File: config.mk
export PLATFORM = sky130hd
export DESIGN_NAME = mio_bus_ctrl
export DESIGN_NICKNAME = d
export VERILOG_FILES = /design/src/rtl/mio_bus_ctrl.sv
export SDC_FILE = /design/constraint.sdc
export NUM_CORES = 1
export LEC_CHECK = 0
export CORE_ASPECT_RATIO = 0.9
export CORE_MARGIN = 5
export CORE_UTILIZATION = 44
export CTS_CLUSTER_DIAMETER = 200
export DETAILED_ROUTE_END_ITERATION = 7
export PLACE_DENSITY_LB_ADDON = 0.3
export SYNTH_ARGS = -nofsm -noshare
export SYNTH_HDL_FRONTEND = slang
export SYNTH_SLANG_ARGS = --single-unit
File: constraint.sdc
create_clock -name clk -period 3.6 [get_ports clk]
set_input_delay 0.36 -clock clk [delete_from_list [all_inputs] [get_ports clk]]
set_output_delay 0.36 -clock clk [all_outputs]
set_load 0.01 [all_outputs]
File: src/rtl/mio_bus_ctrl.sv
// ----------------------------------------------------------------------------
// mio_bus_ctrl
//   Memory-mapped I/O bus controller between the CPU data port and NUM_CH
//   peripheral channels. Decodes addr[AW-1:AW-4] against CH_TAG (lowest
//   matching channel wins), runs a request/ack handshake with wait states,
//   aborts an access after TIMEOUT cycles without ack, and reports errors
//   (timeout or unmapped address) with bus_err, ERR_DATA and a saturating
//   error counter.
//
//   Optional feature macro: MIO_WPOST_EN
//     Defined   : mapped writes are posted into a FIFO_DEPTH-entry FIFO and
//                 acknowledged one cycle later; a drain engine replays them
//                 through ACCESS/DONE. Reads wait until the FIFO is drained.
//     Undefined : no FIFO; writes are handled exactly like reads.
//
// Ports
//   clk, rstn              clock, asynchronous active-low reset
//   cpu_req/we/addr/wdata  CPU request (req held until cpu_ready)
//   cpu_rdata, cpu_ready   read data and one-cycle completion pulse
//   bus_err, err_count     one-cycle error pulse, saturating error counter
//   ch_sel, ch_we          one-hot channel select and write strobe
//   ch_addr, ch_wdata      latched address / write data to the channels
//   ch_rdata, ch_ack       flat per-channel read data and completion
// ----------------------------------------------------------------------------
module mio_bus_ctrl #(
    parameter int                   DW         = 32,
    parameter int                   AW         = 32,
    parameter int                   NUM_CH     = 4,
    parameter logic [NUM_CH*4-1:0]  CH_TAG     = {4'hF, 4'hE, 4'hD, 4'hC},
    parameter int                   TIMEOUT    = 15,
    parameter int                   FIFO_DEPTH = 4,
    parameter logic [DW-1:0]        ERR_DATA   = 32'hDEAD_BEEF
) (
    input  logic                 clk,
    input  logic                 rstn,
    input  logic                 cpu_req,
    input  logic                 cpu_we,
    input  logic [AW-1:0]        cpu_addr,
    input  logic [DW-1:0]        cpu_wdata,
    output logic [DW-1:0]        cpu_rdata,
    output logic                 cpu_ready,
    output logic                 bus_err,
    output logic [7:0]           err_count,
    output logic [NUM_CH-1:0]    ch_sel,
    output logic [NUM_CH-1:0]    ch_we,
    output logic [AW-1:0]        ch_addr,
    output logic [DW-1:0]        ch_wdata,
    input  logic [NUM_CH*DW-1:0] ch_rdata,
    input  logic [NUM_CH-1:0]    ch_ack
);

    localparam logic [7:0] TO_CNT = 8'(TIMEOUT);

    typedef enum logic [1:0] {IDLE, ACCESS, DONE} state_t;

    state_t            state_q, state_d;
    logic [NUM_CH-1:0] sel_q, sel_d;
    logic              we_q, we_d;
    logic [AW-1:0]     addr_q, addr_d;
    logic [DW-1:0]     wdata_q, wdata_d;
    logic [DW-1:0]     rdata_q, rdata_d;
    logic              err_q, err_d;
    logic              posted_q, posted_d;
    logic [7:0]        cnt_q, cnt_d;
    logic [7:0]        errcnt_q, errcnt_d;

    logic              ack_hit;
    logic [DW-1:0]     sel_rdata;
    logic              np_go;
    logic              done_np;

    // Lowest channel index with a matching tag wins; all-zero means unmapped.
    function automatic logic [NUM_CH-1:0] decode(input logic [AW-1:0] a);
        logic [NUM_CH-1:0] oh;
        oh = '0;
        for (int k = NUM_CH - 1; k >= 0; k--) begin
            if (a[AW-1 -: 4] == CH_TAG[4*k +: 4]) begin
                oh    = '0;
                oh[k] = 1'b1;
            end
        end
        return oh;
    endfunction

    // Acks from channels that are not selected are masked off here.
    assign ack_hit = |(ch_ack & sel_q);

    always_comb begin
        sel_rdata = '0;
        for (int k = 0; k < NUM_CH; k++) begin
            if (sel_q[k]) sel_rdata = ch_rdata[k*DW +: DW];
        end
    end

`ifdef MIO_WPOST_EN
    localparam int PW = (FIFO_DEPTH > 1) ? $clog2(FIFO_DEPTH) : 1;
    localparam logic [PW:0] FULL_CNT = (PW+1)'(FIFO_DEPTH);

    logic [AW-1:0] fifo_addr_q [FIFO_DEPTH];
    logic [DW-1:0] fifo_data_q [FIFO_DEPTH];
    logic [PW-1:0] wp_q, rp_q;
    logic [PW:0]   fcnt_q;
    logic          post_ack_q;
    logic          push, pop;

    // post_ack_q blocks a second push of the same write during its ready cycle.
    assign push = cpu_req && cpu_we && (decode(cpu_addr) != '0) &&
                  (fcnt_q != FULL_CNT) && !post_ack_q;
    // The head entry stays in the FIFO until its drain access completes, so a
    // full FIFO only frees a slot once the channel has acked (or timed out).
    assign pop  = posted_q && (state_q == ACCESS) && (state_d == DONE);
    // Reads and unmapped writes wait for the FIFO to drain completely.
    assign np_go = cpu_req && (fcnt_q == '0) && !(cpu_we && (decode(cpu_addr) != '0));

    always_ff @(posedge clk) begin
        if (push) begin
            fifo_addr_q[wp_q] <= cpu_addr;
            fifo_data_q[wp_q] <= cpu_wdata;
        end
    end

    always_ff @(posedge clk or negedge rstn) begin
        if (!rstn) begin
            wp_q       <= '0;
            rp_q       <= '0;
            fcnt_q     <= '0;
            post_ack_q <= 1'b0;
        end else begin
            post_ack_q <= push;
            if (push) wp_q <= wp_q + 1'b1;
            if (pop)  rp_q <= rp_q + 1'b1;
            case ({push, pop})
                2'b10:   fcnt_q <= fcnt_q + 1'b1;
                2'b01:   fcnt_q <= fcnt_q - 1'b1;
                default: fcnt_q <= fcnt_q;
            endcase
        end
    end
`else
    assign np_go = cpu_req;
`endif

    always_comb begin
        state_d  = state_q;
        sel_d    = sel_q;
        we_d     = we_q;
        addr_d   = addr_q;
        wdata_d  = wdata_q;
        rdata_d  = rdata_q;
        err_d    = err_q;
        posted_d = posted_q;
        cnt_d    = cnt_q;
        errcnt_d = errcnt_q;
        case (state_q)
            IDLE: begin
`ifdef MIO_WPOST_EN
                if (fcnt_q != '0) begin
                    state_d  = ACCESS;
                    sel_d    = decode(fifo_addr_q[rp_q]);
                    we_d     = 1'b1;
                    addr_d   = fifo_addr_q[rp_q];
                    wdata_d  = fifo_data_q[rp_q];
                    err_d    = 1'b0;
                    posted_d = 1'b1;
                    cnt_d    = '0;
                end else
`endif
                if (np_go) begin
                    // Unmapped accesses still pass through one ACCESS cycle
                    // (with nothing selected) so every non-posted access has
                    // the same three-cycle minimum latency.
                    state_d  = ACCESS;
                    sel_d    = decode(cpu_addr);
                    we_d     = cpu_we;
                    addr_d   = cpu_addr;
                    wdata_d  = cpu_wdata;
                    err_d    = 1'b0;
                    posted_d = 1'b0;
                    cnt_d    = '0;
                end
            end
            ACCESS: begin
                cnt_d = cnt_q + 8'd1;
                // Ack is tested first so an ack on the timeout cycle succeeds.
                if (ack_hit) begin
                    state_d = DONE;
                    sel_d   = '0;
                    err_d   = 1'b0;
                    rdata_d = we_q ? ERR_DATA : sel_rdata;
                end else if ((sel_q == '0) || (cnt_q + 8'd1 == TO_CNT)) begin
                    state_d = DONE;
                    sel_d   = '0;
                    err_d   = 1'b1;
                    rdata_d = ERR_DATA;
                    if (errcnt_q != 8'hFF) errcnt_d = errcnt_q + 8'd1;
                end
            end
            DONE:    state_d = IDLE;
            default: state_d = IDLE;
        endcase
    end

    always_ff @(posedge clk or negedge rstn) begin
        if (!rstn) begin
            state_q  <= IDLE;
            sel_q    <= '0;
            we_q     <= 1'b0;
            addr_q   <= '0;
            wdata_q  <= '0;
            rdata_q  <= '0;
            err_q    <= 1'b0;
            posted_q <= 1'b0;
            cnt_q    <= '0;
            errcnt_q <= '0;
        end else begin
            state_q  <= state_d;
            sel_q    <= sel_d;
            we_q     <= we_d;
            addr_q   <= addr_d;
            wdata_q  <= wdata_d;
            rdata_q  <= rdata_d;
            err_q    <= err_d;
            posted_q <= posted_d;
            cnt_q    <= cnt_d;
            errcnt_q <= errcnt_d;
        end
    end

    // Drained posted writes finish silently: no cpu_ready for them.
    assign done_np   = (state_q == DONE) && !posted_q;
`ifdef MIO_WPOST_EN
    assign cpu_ready = done_np || post_ack_q;
`else
    assign cpu_ready = done_np;
`endif
    assign cpu_rdata = done_np ? rdata_q : '0;
    assign bus_err   = (state_q == DONE) && err_q;
    assign err_count = errcnt_q;
    assign ch_sel    = sel_q;
    assign ch_we     = sel_q & {NUM_CH{we_q}};
    assign ch_addr   = addr_q;
    assign ch_wdata  = wdata_q;

endmodule

# After elaboration in Yosys (flattened, before gate mapping)
# Index checks and enable logic that the tools add are counted.
[totals]
regBits = 120
latchBits = 0
ramBits = 0
rom_bits = 0
in_bits = 200
out_inout_bits = 114
n_memories = 0
[classes]
add_sub_neg = 2
multipliers = 0
div_mod_pow = 0
n_lt_le_gt_ge = 0
n_eq_ne = 10
shifts = 0
n_mux = 26
n_bitwise = 3
reduce_logical = 13
[ops]
columns = ["cell", "n"]
rows = [
  ["32-bit two-way mux", 8],
  ["4-bit two-way mux", 7],
  ["8-bit by 1-bit adder with 8-bit output (second input constant)", 2],
  ["4-bit equality test (second input constant)", 4],
  ["8-bit case mux with 2 select lines", 1],
  ["4-bit AND", 2],
  ["8-bit by 4-bit equality test with 1-bit output (second input constant)", 1],
  ["8-bit two-way mux", 1],
  ["8-bit != test (second input constant)", 1],
  ["4-bit case mux with 2 select lines", 1],
  ["2-bit AND reduction", 4],
  ["2-bit two-way mux", 3],
  ["4-bit logical NOT", 1],
  ["2-bit case mux with 2 select lines", 1],
  ["4-bit AND reduction", 1],
  ["2-bit nonzero test", 2],
  ["4-bit OR reduction", 1],
  ["1-bit two-way mux", 3],
  ["3-bit != test (second input constant)", 1],
  ["3-bit AND reduction", 1],
  ["2-bit by 1-bit equality test with 1-bit output (second input constant)", 1],
  ["2-bit equality test (second input constant)", 1],
  ["2-bit logical NOT", 1],
  ["2-bit != test (second input constant)", 1],
  ["other kinds (4)", 4],
]

# Longest topological paths before layout
[depth]
depth_word = 7
depth_mapped = 9

# Least setup slack after synthesis
# No wires, ideal clock.
[synth_path]
path_kind = "flip-flop to flip-flop"
startpoint = "register cnt_q[0]"
endpoint = "register errcnt_q[4], in the netlist err_count[4]"
t_arrival_ns = 1.777
setup_slack_ns = 1.698
path_stages_with_launch = 8
n_path_buf = 1
path_cell_list = "dfrtp_1 > ha_1 > nor4b_1 > o2111ai_2 > nand3_2 > buf_6 > nand3b_4 > mux2_4"
[synth_via]
elab_chain_len = 4
[synth_rtl]
columns = ["item", "line", "rtl"]
rows = [
  ["start: declaration", "64", "logic [7:0] cnt_q, cnt_d;"],
  ["start signal: assignment", "224", "cnt_q <= cnt_d;"],
  ["8-bit by 1-bit adder with 8-bit output", "190", "end else if ((sel_q == '0) || (cnt_q + 8'd1 == TO_CNT)) begin"],
  ["8-bit by 4-bit equality test with 1-bit output", "190", ""],
  ["1-bit logical OR", "190", ""],
  ["4-bit AND reduction (no line)", "-", ""],
  ["end signal: assignment", "225", "errcnt_q <= errcnt_d;"],
  ["end: declaration", "65", "logic [7:0] errcnt_q, errcnt_d;"],
]
# Every way passes these cells.
# A chain may end at the register's enable or synchronous reset.

# Worst setup path in the final report
[layout_path]
startpoint = "register sel_q[2], in the netlist ch_sel[2]"
endpoint = "output port ch_we[2]"
[layout_via]
elab_chain_len = 1
[layout_rtl]
columns = ["item", "line", "rtl"]
rows = [
  ["start: declaration", "57", "logic [NUM_CH-1:0] sel_q, sel_d;"],
  ["start signal: assignment", "217", "sel_q <= sel_d;"],
  ["4-bit AND", "240", "assign ch_we = sel_q & {NUM_CH{we_q}};"],
  ["end: declaration", "45", "output logic [NUM_CH-1:0] ch_we,"],
]
# Every way passes these cells.

==> qor.yml <==
outcome:
  outcome: "finished clean"
pwr:
  finalPower_w: 0.007065
  p_leak_nw: 4.393
  power.density_mw_per_mm2: 708.5
  power_frac_comb_pct: 43.0
  ir_drop_v: 0.0004473
  pwr-share-seq_pct: 32.2
  p_switching_w: 0.002506
  internal_power_w: 0.004559
  p_clk_share_pct: 24.9
  switching_share_pct: 35.47
logic_synthesis:
  synthTopCellsByCount: "nand2_1, dfrtp_1, nor2_1, and2_1, a21oi_1"
  yosys.area.top_type: "dfrtp_1"
  yosys.cell_count.top_type: "nand2_1"
  syn_area_mm2: 0.006142
  ys.flop_type: "dfrtp_1"
  yosysWarnings: 0
  syn_area_per_cell_um2: 9.046
  synth_cell_types: 48
  async_reset_ff_share_pct: 100.0
  synth_edf_count: 0
  syn-num-nets: 882
  syn_inst: 679
  ys_seq_elements: 120
  synth.area.top_cells: "dfrtp_1, nand2_1, a221o_1"
  netlist.area_leader.share_pct: 48.89
  seq_area_frac_synth_pct: 48.89
sta:
  period_minus_slack_ps: 2627
  max_freq_ghz: 0.3807
  hold_violations: 0
  rsz0062_at_grt: "false"
  post-route-period-util_pct: 72.97
  clock_skew_ps: 14.07
  setup_viol: 0
  tightest_slew_ps: 823.7
  fin_setup_tns_ps: 0
  finalMaxSlewViolations: 0
  slew_headroom_pct: 44.84
grt:
  grt_pass1_wl_mm: 32.74
  grt_pass1_vias: 6164
  grt_start_max_net_pins: 68
  grt_overflow: 0
  grt_antenna_before_repair: 0
  grt_use_total_pct: 25.45
clock_network:
  postCtsSetupBuffers: 0
  cts_tree: "yes"
  cts.htree.levels: 4
  cts.sinks: 120
  numCtsBuffers: 17
  clk_pin_slew_worst_paths_ps: 60
  cts_buffer_depth: 2
  cts-root-buf: "clkbuf_16"
  cts_hold_buf: 0
  cts_resized: 0
  clk-insertion-delay-late_ps: 410
layout:
  area_delta_synth_final_pct: 62.35
  antenna_cells: 0
  nNetsFinal: 1177
  drive_above_1_share_pct: 9.017
  finalNonFillerCells: 1159
  design_area_mm2: 0.009972
drt:
  routed_wirelength_mm: 21.29
  vias_per_cell: 5.231
  drt_iter0_drc: 338
  dr.pass1.iters: 6
  ant_nets: 0
  wl_per_cell_um: 18.37
  post-route-drc-count: 0
  via_count: 6063
job:
  maxCapViolCount: 0
setup_path:
  critical_path_peak_fanout: 52
  cp.required_ps: 3240
  critPathCaptureType: "output pin"
  arrival_ps: 2270
  crit_type: "register to output pin"
  cp-start-kind: "register"
floorplan:
  dieHeight_um: 122.1
  row_count: 41
  initial_core_util_pct: 44.35
  coreArea_mm2: 0.01385
  die_w_um: 134.5
  ios: 314
  die_area_mm2: 0.01643
placement:
  place_area_mm2: 0.009359
  dp_cells: 1127
  portBuffers: 313
  dp_hpwl_mm: 15.60
  place.gp.congestion: 0.8751
worst_hold_path:
  hold_path_class: "input port to async pin"
-- through the flow --
step           hold WS (ps)  util (%)  worst slack, ps
2_1_floorplan         64.41         -             1698
3_3_place_gp          456.1     67.57             1212
3_5_place_dp          461.6     67.57             1183
4_1_cts               33.82     72.00            964.6
5_1_grt               65.35     72.00            873.8
6_report              9.941     72.00            973.0
-- registers in the layout (all words and copies together) (netlist names) --
signal / count
cnt_q: 8
ch_addr: 32
err_count: 8
ch_wdata: 32
err_q: 1
rdata_q: 32
we_q: 1
state_q: 2
ch_sel: 4
-- power groups by stage --
| stage | Clock, W | Combinational [W] | Sequential, W |
|---|---|---|---|
| final | 0.00176 | 0.00304 | 0.00227 |
| after global routing | 0.00185 | 0.00330 | 0.00235 |
| after CTS | 0.00179 | 0.00307 | 0.00227 |
| after detailed placement | 0 | 0.00305 | 0.00228 |
| after global placement | 0 | 0.00300 | 0.00226 |
| after floorplan | 0 | 0.00135 | 0.00236 |
-- layout by cell type, fill, tap and decap left out, types with 17 or more instances in the layout --
cell type | Yosys | final
clkdlybuf4s50_1 | 0 | 312
a21oi_1 | 32 | 32
a221o_1 | 24 | 24
clkbuf_16 | 0 | 17
nor2_1 | 50 | 50
dfrtp_1 | 120 | 118
and2_1 | 37 | 37
inv_1 | 26 | 26
a221oi_1 | 17 | 17
nand2_1 | 201 | 200
-- routing by layer --
metal | track usage (%) | vias to the layer above | wire length, µm
met5 | 0 | - | 0
met3 | 8.423 | 35 | 1652
li1 | - | 2896 | -
met2 | 42.18 | 230 | 10530
met4 | 8.715 | 0 | 542
met1 | 31.43 | 2902 | 8569
-- worst paths after layout --
path / startpoint / end / slack, ps / cells after the start
worst max-delay path: ch_sel[2] / ch_we[2] / 970 / 3
worst min-delay path: rstn / err_count[2] / 10 / 1
worst max register to register: cnt_q[0] / ch_sel[0] / 1160 / 8
worst min register to register: ch_addr[29] / ch_addr[29] / 470 / 2
max in group asynchronous: rstn / ch_wdata[28] / 2780 / 2
min in group clk: cpu_wdata[14] / ch_wdata[14] / 470 / 3
-- critical path: stages, from the launching register on --
cell and delay, ps:
dfrtp_2 570, buf_4 510, and2_1 210, clkdlybuf4s50_1 550
-- logic make-up (layout without fill, tap and decap cells) --
kind of cell               count (synthesis)  in the layout  synth area share [%]
and+or+nand+nor                          350            350                 26.05
AOI/OAI and AO/OA                        120            120                 16.99
DFF                                      120            120                 48.89
buffers and inverters                     75            383                 5.520
muxes                                      6              6                 1.222
xor gates and xnor gates                   5              5                0.7129
adders and majority gates                  3              3                0.6112
-- cell type report --
| cell class | instances | area (µm²) |
|---|---|---|
| clock buffer | 19 | 442.9 |
| clock inverter | 13 | 170.2 |
| fill | 1047 | 3879 |
| inverter | 27 | 103.9 |
| multi-input combinational | 484 | 2809 |
| sequential | 120 | 3005 |
| tap | 172 | 215.2 |
| timing repair buffer | 324 | 3226 |
Note: power is estimated with default switching activity, not from simulation.
